==> src/rtl/instr_fetch_buffer_pkg.sv <==
// Fetch-path types shared by the fetcher, the fetch buffer and decode.
package instr_fetch_buffer_pkg;

    localparam int unsigned FETCH_XLEN = 64;

    typedef enum logic [3:0] {
        IF_PREFETCH     = 4'h0,
        IF_PREDICT      = 4'h1,
        IF_MISPREDICT   = 4'h2,
        IF_PROT_CHANGED = 4'h3,
        IF_SATP_CHANGED = 4'h4,
        IF_FENCE_I      = 4'h5
    } if_reason_e;

    typedef enum logic [3:0] {
        EXC_CAUSE_INSN_ADDR_MISA   = 4'd0,
        EXC_CAUSE_INSTR_ACCESS_FAULT = 4'd1,
        EXC_CAUSE_ILLEGAL_INSN     = 4'd2,
        EXC_CAUSE_BREAKPOINT       = 4'd3,
        EXC_CAUSE_INSTR_PAGE_FAULT = 4'd12
    } exc_cause_e;

    typedef struct packed {
        logic                  interrupt;
        exc_cause_e            cause;
        logic [FETCH_XLEN-1:0] tval;
    } exception_t;

    typedef struct packed {
        logic [FETCH_XLEN-1:0] pc;
        if_reason_e            if_reason;
        logic [31:0]           instr_word;
        logic                  ex_valid;
        exception_t            exception;
    } fetched_instr_t;

endpackage

==> src/rtl/instr_fetch_buffer.sv <==
// Circular FIFO between instruction fetch and decode; a flush empties it in one cycle.
// Optional INSTR_FETCH_BUFFER_BYPASS_EN presents the incoming entry combinationally when empty.
module instr_fetch_buffer
    import instr_fetch_buffer_pkg::*;
#(
    parameter int unsigned DEPTH = 4,
    parameter int unsigned XLEN  = 64
) (
    input  logic                   clk,
    input  logic                   resetn,
    input  logic                   flush_i,
    input  logic                   in_valid_i,
    output logic                   in_ready_o,
    input  fetched_instr_t         in_instr_i,
    output logic                   out_valid_o,
    input  logic                   out_ready_i,
    output fetched_instr_t         out_instr_o,
    output logic [$clog2(DEPTH):0] count_o
);

    localparam int unsigned IW = $clog2(DEPTH);
    localparam int unsigned PW = IW + 1;
    localparam logic [PW-1:0] DEPTH_P = PW'(DEPTH);

    if (DEPTH < 2 || (DEPTH & (DEPTH - 1)) != 0) begin : g_depth_chk
        $error("instr_fetch_buffer: DEPTH must be a power of two and at least 2");
    end
    if (XLEN != FETCH_XLEN) begin : g_xlen_chk
        $error("instr_fetch_buffer: XLEN must match the fetcher pc width");
    end

    logic [PW-1:0]  wr_ptr_q, wr_ptr_d;
    logic [PW-1:0]  rd_ptr_q, rd_ptr_d;
    fetched_instr_t mem_q [DEPTH];
    fetched_instr_t mem_d [DEPTH];

    logic [IW-1:0]  wr_idx, rd_idx;
    logic           empty, full;
    logic           enq, deq;
    logic           bypass_valid, bypass_take;

    assign wr_idx = wr_ptr_q[IW-1:0];
    assign rd_idx = rd_ptr_q[IW-1:0];

    always_comb begin
        empty        = (wr_ptr_q == rd_ptr_q);
        full         = (wr_idx == rd_idx) && (wr_ptr_q[IW] != rd_ptr_q[IW]);
        bypass_valid = 1'b0;
        bypass_take  = 1'b0;
`ifdef INSTR_FETCH_BUFFER_BYPASS_EN
        // An entry consumed straight through never touches storage.
        bypass_valid = empty && in_valid_i && !flush_i;
        bypass_take  = bypass_valid && out_ready_i;
`endif
        enq          = in_valid_i && !full && !flush_i && !bypass_take;
        deq          = !empty && !flush_i && out_ready_i;

        in_ready_o   = !full;
        out_valid_o  = (!empty || bypass_valid) && !flush_i;
        out_instr_o  = bypass_valid ? in_instr_i : mem_q[rd_idx];
        count_o      = wr_ptr_q - rd_ptr_q;
    end

    always_comb begin
        wr_ptr_d = wr_ptr_q;
        rd_ptr_d = rd_ptr_q;
        if (flush_i) begin
            wr_ptr_d = '0;
            rd_ptr_d = '0;
        end else begin
            if (enq) wr_ptr_d = wr_ptr_q + PW'(1);
            if (deq) rd_ptr_d = rd_ptr_q + PW'(1);
        end
    end

    always_comb begin
        for (int i = 0; i < int'(DEPTH); i++) mem_d[i] = mem_q[i];
        if (enq) mem_d[wr_idx] = in_instr_i;
    end

    always_ff @(posedge clk or negedge resetn) begin
        if (!resetn) begin
            wr_ptr_q <= '0;
            rd_ptr_q <= '0;
        end else begin
            wr_ptr_q <= wr_ptr_d;
            rd_ptr_q <= rd_ptr_d;
        end
    end

    // Storage is deliberately not reset; the pointers alone define validity.
    always_ff @(posedge clk) begin
        for (int i = 0; i < int'(DEPTH); i++) mem_q[i] <= mem_d[i];
    end

`ifndef SYNTHESIS
    a_no_enq_full: assert property (@(posedge clk) disable iff (!resetn) enq |-> !full);
    a_no_deq_empty: assert property (@(posedge clk) disable iff (!resetn) deq |-> !empty);
    a_count_range: assert property (@(posedge clk) disable iff (!resetn) count_o <= DEPTH_P);
    a_out_stable: assert property (@(posedge clk) disable iff (!resetn)
        (out_valid_o && !out_ready_i && !flush_i) |=> $stable(out_instr_o));
`endif

endmodule
==> config.mk <==
export PLATFORM = sky130hd
export DESIGN_NAME = instr_fetch_buffer
export DESIGN_NICKNAME = d
export VERILOG_FILES = /design/src/rtl/instr_fetch_buffer_pkg.sv /design/src/rtl/instr_fetch_buffer.sv
export SDC_FILE = /design/constraint.sdc
export NUM_CORES = 1
export LEC_CHECK = 0
export CAP_MARGIN = 10
export CORE_UTILIZATION = 49
export CTS_CLUSTER_SIZE = 20
export DETAILED_ROUTE_END_ITERATION = 12
export PLACE_DENSITY = 0.78
export SETUP_SLACK_MARGIN = 0.3
export SYNTH_ARGS = -nofsm -noshare
export SYNTH_HDL_FRONTEND = slang
export SYNTH_SLANG_ARGS = --single-unit
==> constraint.sdc <==
create_clock -name clk -period 5.5 [get_ports clk]
set_input_delay 1.1 -clock clk [delete_from_list [all_inputs] [get_ports clk]]
set_output_delay 1.1 -clock clk [all_outputs]
set_load 0.05 [all_outputs]
==> flow_metrics.py, run 1 <==
metrics = {
    "run_status": {
        "status": "completed",
    },
    "drt": {
        "firstDrtPassIters": 4,
        "post_drt_wl_per_cell_um": 24.3,
        "drc": 0,
        "wl_um": 50800,
        "vias": 11500,
        "vias_per_cell": 5.49,
        "first_iter_violations": 644,
        "ant_nets": 0,
    },
    "layout": {
        "utilization_pct": 63.0,
        "fill_cells": 3271,
        "fin_nets": 1546,
        "drive_above_1_share_pct": 21.8,
        "stdcell_area_mm2": 0.0317,
        "area_growth_pct": 26.4,
    },
    "power": {
        "comb_power_share_pct": 38.3,
        "p_int_mw": 11.4,
        "switchingPower_mw": 6.36,
        "p_sw_share_pct": 35.9,
        "p_seq_share_pct": 36.4,
        "p_clk_share_pct": 25.4,
        "power_density_mw_per_mm2": 559,
        "max-vdd-ir-drop_v": 0.000565,
        "leakagePower_nw": 9.94,
    },
    "yosys": {
        "synth_compound_area_share_pct": 0.259,
        "synth_area_mm2": 0.0251,
        "synth-xor-area-share_pct": 0.0997,
        "ys_seq_area_share_pct": 81.9,
        "synth.mux.area_fraction_pct": 15.3,
        "synth_cells": 949,
        "synth-simple-area-share_pct": 0.683,
        "synth_nets": 1132,
        "synth_adder_area_share_pct": 0.429,
        "synth_cell_types": 31,
        "yosysWarnings": 0,
        "avgSynthCellArea_um2": 26.5,
        "synth_top_family_by_area": "multiplexers",
        "synth_seq_cells": 686,
    },
    "setup_path": {
        "required_ns": 4.40,
        "cp_cell_sequence": "ha_1 > nand2_1 > or2_1 > clkdlybuf4s50_1",
        "crit_slowest_cell": "dfrtp_4",
        "critPathTopFamily": "flip-flops",
        "crit_type": "flop to primary output",
        "critPathLaunchType": "flop",
        "end_kind": "primary output",
        "max_stage_delay_ns": 0.89,
        "cp_num_buf_inv": 1,
        "arrival_ns": 3.32,
        "crit_path_max_fanout": 32,
    },
    "die": {
        "num_rows": 82,
        "core_mm2": 0.0504,
        "io_pins": 350,
        "dieArea_mm2": 0.0521,
        "die_y_um": 228,
        "fp.dieW_um": 228,
        "initial_core_util_pct": 49.8,
    },
    "placed_design": {
        "port_buffers": 349,
        "dpl_cell_area_mm2": 0.0295,
        "finalWeightedCongestion": 0.739,
        "hpwl_um": 30300,
    },
    "global_route": {
        "groute.usage.overall_pct": 19.8,
        "grt_max_degree": 89,
        "grt_pass1_vias": 12500,
        "grt_first_pass_wirelength_um": 76400,
        "antenna_found_initial": 5,
        "grt-ovfl-total": 0,
    },
    "hold_path": {
        "hp-class": "flop to flop",
    },
    "sta": {
        "rsz0062_at_grt": "false",
        "setup_viol": 0,
        "hold_violations": 0,
        "skew_ns": 0.0203,
        "fmax_ghz": 0.226,
        "slew_viol_final": 0,
        "min_period_ns": 4.42,
        "setup_tns_ns": 0,
        "slew_headroom_pct": 41.3,
        "worst_pin_slew_ns": 0.880,
        "final.period_utilization_pct": 80.4,
    },
    "clock_tree": {
        "cts_tree": "built",
        "cts-root-buf": "clkbuf_16",
        "htreeDepth": 3,
        "clk_pin_slew_worst_paths_ns": 0.06,
        "cts_resized": 0,
        "numCtsBuffers": 69,
        "post-cts-setup-buffers": 0,
        "cts.sinks": 686,
        "hold_buffers": 0,
        "cts_max_path_buffers": 3,
        "clk_latency_ns": 0.60,
    },
    "flow_run": {
        "cap_violations": 0,
    },
}
-- cells in the final DEF, fill, tap and decap left out, types with 4 or more instances in the layout --
cell,n
and3_4,4
buf_12,11
buf_4,22
bufinv_16,5
clkbuf_1,11
clkbuf_16,71
clkdlybuf4s50_1,349
clkinv_1,18
clkinv_2,9
clkinvlp_4,6
dfrtp_1,4
edfxtp_1,680
ha_1,7
inv_1,5
inv_6,5
mux4_2,170
nand2_1,7
nand3_1,4
-- path summary, 6_finish.rpt --
check                                  from            end  slack (ns)  depth (start not counted)
max in group asynchronous            resetn    rd_ptr_q[1]        4.44                          1
worst min register to register  wr_ptr_q[0]    wr_ptr_q[0]        0.59                          2
worst max register to register  rd_ptr_q[0]  mem_q[1][117]        2.08                          5
worst min-delay path            wr_ptr_q[0]    wr_ptr_q[0]        0.59                          2
worst max-delay path            rd_ptr_q[0]     in_ready_o        1.08                          4
min in group asynchronous            resetn    wr_ptr_q[1]        0.78                          1
-- power groups by stage --
stage	Clock [mW]	Sequential (mW)	Combinational, mW
5_1_grt	4.79	6.49	7.05
3_3_place_gp	0	6.53	6.81
3_5_place_dp	0	6.57	6.85
2_1_floorplan	0	6.45	4.83
6_report	4.50	6.45	6.79
4_1_cts	4.61	6.46	6.89
-- sequential cells by signal, indices dropped and copies added (netlist names) --
| signal | cells |
|---|---|
| mem_q | 680 |
| wr_ptr_q | 3 |
| rd_ptr_q | 3 |
-- cells in the mapped netlist --
library cell,instances,area (um2)
mux2_2,1,11.3
and3b_1,1,8.76
buf_2,20,100
xnor2_2,1,16.3
fa_1,1,20.0
o311ai_0,1,8.76
a211o_1,2,17.5
nand3_1,4,20.0
nand4b_1,2,17.5
a32oi_1,1,8.76
a21oi_1,2,10.0
nor2b_1,1,6.26
buf_4,2,15.0
nand4_1,1,6.26
xor2_1,1,8.76
nor2_1,2,7.51
a31oi_1,2,12.5
nand2_1,7,26.3
nor3b_1,1,7.51
edfxtp_1,680,20400
or4_1,2,15.0
nand4bb_1,1,11.3
mux4_2,170,3830
or2_1,1,6.26
inv_1,5,18.8
o211ai_1,1,7.51
nand3b_1,1,7.51
ha_1,7,87.6
buf_6,17,191
dfrtp_1,6,150
and3_1,5,31.3
-- per-layer routing --
metal	up-vias	global-route usage (%)	part of all wire, %	routed length [um]
met4	6	6.46	2.1	1090
met3	87	5.04	6.2	3150
met2	338	34.4	53	26700
met1	6076	24.3	39	19800
met5	-	0	0.10	51
li1	4980	-	-	-
-- final cells by class --
| type | count | area, um2 | area share (%) |
|---|---|---|---|
| clock inverter | 45 | 369 | 1.16 |
| multi-input combinational | 219 | 4230 | 13.3 |
| antenna | 2 | 5.00 | 0.0158 |
| inverter | 5 | 18.8 | 0.0591 |
| timing repair buffer | 382 | 3880 | 12.2 |
| sequential | 686 | 20600 | 64.8 |
| tap | 672 | 841 | 2.65 |
| clock buffer | 82 | 1820 | 5.73 |
-- metrics by stage --
stage / std cells / worst slack (ns) / power, mW / hold slack (ns)
2_1_floorplan: 949 / 1.14 / 11.3 / 0.523
3_3_place_gp: 1964 / 1.64 / 13.3 / 0.561
3_5_place_dp: 1964 / 1.55 / 13.4 / 0.574
4_1_cts: 2091 / 0.989 / 18.0 / 0.590
5_1_grt: 2092 / 0.847 / 18.3 / 0.614
6_report: 2093 / 1.08 / 17.7 / 0.590
-- kinds of logic after synthesis --
family	Yosys count
AND/OR/NAND/NOR	29
multiplexers	171
XOR/XNOR	2
buffers and inverters	44
adder cells (fa/ha/maj)	8
flip-flops	686
AO/OA/AOI/OAI	9
-- worst min-delay path, delay by kind of cell (launching register included) --
kind | cells | cell delay (ns)
DFF | 1 | 0.40
and+or+nand+nor | 2 | 0.15
No activity file was read; power rests on OpenSTA's default activity.
==> inputs of run 2 (changes only) <==
- CORE_UTILIZATION: 49 -> 54
- PLACE_DENSITY: 0.78 -> 0.81
- clock period: 5.5 -> 4.6 ns (I/O delays scaled with it)
==> flow_metrics.py, run 2 (synthesis results as in run 1) <==
metrics = {
    "layout": {
        "layout_common_cells": "680 x edfxtp_1, 349 x clkdlybuf4s50_1, 170 x mux4_2, 71 x clkbuf_16, 19 x clkinv_1",
        "fin_nets": 1528,
        "layout_commonest_cell": "edfxtp_1",
        "drive_above_1_share_pct": 20.5,
        "largest-register": "mem_q",
        "fill_cells": 2657,
        "reg.largest.list": "mem_q: 680 flops, rd_ptr_q: 3 flops, wr_ptr_q: 3 flops",
        "area_growth_pct": 25.0,
        "register_area_mm2": 0.0206,
        "largest_reg_flops": 680,
        "multiInputGateArea_mm2": 0.00423,
    },
    "die": {
        "num_rows": 78,
        "dieArea_mm2": 0.0474,
        "core_mm2": 0.0456,
        "io_pins": 350,
        "fp.dieW_um": 218,
        "die_y_um": 218,
        "initial_core_util_pct": 55.1,
    },
    "sta": {
        "setup_viol": 0,
        "fmax_ghz": 0.253,
        "rsz0062_at_grt": "false",
        "hold_violations": 0,
        "worst_pin_slew_ns": 0.920,
        "skew_ns": 0.0169,
        "slew_viol_final": 0,
        "slew_headroom_pct": 38.6,
        "min_period_ns": 3.95,
        "hold_ws_ns": 0.585,
        "setup_tns_ns": 0,
        "final.period_utilization_pct": 85.8,
    },
    "global_route": {
        "grt-ovfl-total": 0,
        "antenna_found_initial": 3,
        "groute.usage.overall_pct": 21.2,
        "grt_first_pass_wirelength_um": 73200,
        "grt_pass1_vias": 12000,
        "grt_max_degree": 116,
    },
    "clock_tree": {
        "cts_max_path_buffers": 3,
        "hold_buffers": 0,
        "numCtsBuffers": 68,
        "cts_tree": "built",
        "cts_resized": 0,
        "post-cts-setup-buffers": 0,
        "htreeDepth": 3,
        "cts.sinks": 686,
        "clk_pin_slew_worst_paths_ns": 0.06,
        "cts-root-buf": "clkbuf_16",
        "clk_latency_ns": 0.59,
    },
    "power": {
        "max-vdd-ir-drop_v": 0.000519,
        "leakagePower_nw": 9.79,
        "power_density_mw_per_mm2": 665,
    },
    "drt": {
        "firstDrtPassIters": 5,
        "vias_per_cell": 5.76,
        "vias": 11500,
        "first_iter_violations": 935,
        "post_drt_wl_per_cell_um": 24.7,
        "ant_nets": 0,
        "drc": 0,
        "wl_um": 49200,
    },
    "setup_path": {
        "arrival_ns": 3.03,
        "crit_slowest_cell": "clkdlybuf4s50_1",
        "critPathLaunchType": "flop",
        "crit_path_max_fanout": 11,
        "critPathTopFamily": "buffers and inverters",
        "cp_cell_sequence": "ha_1 > nand2_1 > or2_1 > clkdlybuf4s50_1",
        "cp_num_buf_inv": 1,
        "required_ns": 3.68,
        "max_stage_delay_ns": 0.91,
        "end_kind": "primary output",
        "crit_type": "flop to primary output",
    },
    "placed_design": {
        "finalWeightedCongestion": 0.705,
        "port_buffers": 349,
        "hpwl_um": 28500,
    },
    "run_status": {
        "status": "completed",
    },
    "hold_path": {
        "hp-class": "flop to flop",
    },
    "flow_run": {
        "cap_violations": 0,
    },
}
## run 2: report_power, final
group | switching (mW) | internal (mW)
sequential | 0.148 | 7.47
combinational | 5.19 | 3.00
clock | 2.19 | 2.87
## run 2: worst min-delay path, delay by kind of cell (launching register included)
kind	cells	cell delay [ns]
flops	1	0.41
simple gates	2	0.14
## run 2: final cells by class
class                   instances  area share [%]
flip-flops and latches        686            65.6
clock inverters                40           0.737
well taps                     600            2.39
diodes                          2          0.0159
multi-input cells             219            13.5
clock buffers                  80            5.77
inverters                       5          0.0598
repair buffers                365            12.0
## run 2: per-layer routing
metal / GRT usage, % / wire (um) / up-vias / share of wire [%]
met2: 34.8 / 25600 / 420 / 52
met4: 7.77 / 1050 / 2 / 2.1
met5: 0 / 9 / - / 0.018
met1: 27.4 / 18800 / 6058 / 38
li1: - / - / 4944 / -
met3: 5.51 / 3790 / 74 / 7.7
## run 2: through the flow
stage	std cells	power [mW]	setup WS (ns)	util [%]	area, um2
3_3_place_gp	1875	15.9	1.05	64.4	29300
2_1_floorplan	949	13.5	0.242	-	25100
6_report	1997	20.9	0.655	68.9	31400
4_1_cts	1995	21.1	0.633	68.9	31400
3_5_place_dp	1875	16.0	1.02	64.4	29300
5_1_grt	1997	21.5	0.559	68.9	31400
## run 2: worst paths after layout
path                                  start           end  slack [ns]  cells after the start
worst min-delay path            wr_ptr_q[0]   wr_ptr_q[0]        0.58                      2
worst max-delay path            rd_ptr_q[0]    in_ready_o        0.65                      4
worst max register to register  rd_ptr_q[0]  mem_q[1][29]        1.74                      5
worst min register to register  wr_ptr_q[0]   wr_ptr_q[0]        0.58                      2
min in group asynchronous            resetn   rd_ptr_q[1]        0.60                      1
max in group asynchronous            resetn   rd_ptr_q[0]        3.73                      1
==> inputs of run 3 (changes only) <==
- CORE_MARGIN: not set -> 2
==> flow_metrics.py, run 3 (synthesis results as in run 1) <==
metrics = {
    "run_status": {
        "status": "completed",
    },
    "clock_tree": {
        "clk_pin_slew_worst_paths_ns": 0.05,
        "cts_tree": "built",
        "cts-root-buf": "clkbuf_16",
        "cts_resized": 0,
        "cts_max_path_buffers": 3,
        "htreeDepth": 3,
        "numCtsBuffers": 67,
        "clk_latency_ns": 0.59,
        "post-cts-setup-buffers": 0,
        "cts.sinks": 686,
        "hold_buffers": 0,
    },
    "layout": {
        "fin_nets": 1542,
        "layout_common_cells": "680 x edfxtp_1, 349 x clkdlybuf4s50_1, 170 x mux4_2, 70 x clkbuf_16, 21 x buf_12",
        "reg.largest.list": "mem_q: 680 flops, rd_ptr_q: 3 flops, wr_ptr_q: 3 flops",
        "area_growth_pct": 25.7,
        "fill_cells": 2798,
        "largest_reg_flops": 680,
        "layout_commonest_cell": "edfxtp_1",
        "drive_above_1_share_pct": 20.7,
        "largest-register": "mem_q",
    },
    "setup_path": {
        "arrival_ns": 3.18,
        "reg2reg_from": "rd_ptr_q[0]",
        "cp_cell_sequence": "ha_1 > nand2_1 > or2_1 > clkdlybuf4s50_1",
        "crit_start": "rd_ptr_q[0]",
        "critPathLaunchType": "flop",
        "crit_type": "flop to primary output",
        "max_stage_delay_ns": 0.88,
        "required_ns": 3.68,
        "crit_path_max_fanout": 24,
        "crit_slowest_cell": "clkdlybuf4s50_1",
        "end_kind": "primary output",
    },
    "placed_design": {
        "port_buffers": 349,
        "preCtsSetupSlack_ns": 0.981,
        "hpwl_um": 30800,
        "finalWeightedCongestion": 0.741,
    },
    "drt": {
        "vias_per_cell": 5.72,
        "ant_nets": 0,
        "vias": 11500,
        "firstDrtPassIters": 5,
        "drc": 0,
        "post_drt_wl_per_cell_um": 25.2,
        "first_iter_violations": 871,
        "wl_um": 50800,
    },
    "global_route": {
        "grt_first_pass_wirelength_um": 75700,
        "grt_max_degree": 109,
        "grtUsageMet2_pct": 35.8,
        "busiest_layer": "met2",
        "grt_pass1_vias": 12300,
        "antenna_found_initial": 6,
        "globalRouteMet3Util_pct": 5.80,
        "groute.usage.overall_pct": 21.5,
        "gr-usage-met1_pct": 27.7,
        "grt-ovfl-total": 0,
    },
    "power": {
        "comb_power_share_pct": 39.6,
        "power_density_mw_per_mm2": 660,
        "max-vdd-ir-drop_v": 0.000586,
        "p_sw_share_pct": 36.0,
        "p_clk_share_pct": 23.6,
        "p_int_mw": 13.3,
        "p_seq_share_pct": 36.8,
        "switchingPower_mw": 7.51,
        "leakagePower_nw": 9.87,
    },
    "sta": {
        "min_period_ns": 4.10,
        "hold_ws_ns": 0.591,
        "hold_violations": 0,
        "slew_headroom_pct": 49.1,
        "slew_viol_final": 0,
        "fmax_ghz": 0.244,
        "setup_ws_ns": 0.503,
        "setup_viol": 0,
        "worst_pin_slew_ns": 0.764,
        "skew_ns": 0.0198,
        "final.period_utilization_pct": 89.1,
        "setup_tns_ns": 0,
        "rsz0062_at_grt": "false",
    },
    "hold_path": {
        "hp-class": "flop to flop",
        "hp-start": "wr_ptr_q[0]",
    },
    "die": {
        "io_pins": 350,
        "dieArea_mm2": 0.0482,
        "initial_core_util_pct": 54.3,
        "fp.dieW_um": 220,
        "core_mm2": 0.0463,
        "die_y_um": 220,
        "num_rows": 79,
    },
    "flow_run": {
        "cap_violations": 0,
    },
}
## run 3: cell types whose count changed in the layout (fill, tap and decap cells not counted), sizes merged
cell      delta
clkinv       -1
buf         +15
inv          -1
clkbuf       +5
clkinvlp     -6
diode        +2
bufinv       -1
## run 3: routing by layer
layer / share of wire (%) / up-vias
li1: - / 4961
met1: 39 / 6105
met2: 52 / 400
met3: 7.2 / 74
met4: 2.0 / 6
met5: 0.081 / -
## run 3: through the flow
stage	cells	instance area (um2)	power, mW	utilization [%]
finish	2017	31600	20.8	68.2
global route	2016	31600	21.5	68.2
CTS	2013	31600	21.0	68.2
detailed placement	1897	29600	16.1	63.9
global placement	1897	29600	16.0	63.9
floorplan	949	25100	13.5	-
## run 3: worst max-delay path, delay by kind of cell, from the launching register on
kind / cells / cell delay [ns]
flip-flops: 1 / 0.78
adder cells (fa/ha/maj): 1 / 0.41
AND/OR/NAND/NOR: 2 / 0.53
buffers and inverters: 1 / 0.88
## run 3: power by group through the flow
| stage | logic [mW] | clock network (mW) | registers, mW |
|---|---|---|---|
| floorplan | 5.78 | 0 | 7.71 |
| global placement | 8.24 | 0 | 7.75 |
| detailed placement | 8.28 | 0 | 7.80 |
| CTS | 8.34 | 5.03 | 7.67 |
| global route | 8.58 | 5.25 | 7.71 |
| finish | 8.25 | 4.91 | 7.66 |
## run 3: area by class of cell
type	instances	area, um2	share of cell area [%]
sequential	686	20600	65.2
multi-input combinational	219	4230	13.4
timing repair buffer	380	3990	12.6
clock buffer	85	1810	5.73
tap	607	759	2.41
clock inverter	31	169	0.535
inverter	5	18.8	0.0595
antenna	4	10.0	0.0317
## run 3: worst paths after layout
path | endpoint | slack, ns | depth (start not counted)
min in group asynchronous | wr_ptr_q[2] | 0.60 | 1
max in group asynchronous | rd_ptr_q[1] | 3.74 | 1
max | in_ready_o | 0.50 | 4
max reg2reg | mem_q[3][81] | 1.49 | 5
min | wr_ptr_q[0] | 0.59 | 2
min reg2reg | wr_ptr_q[0] | 0.59 | 2
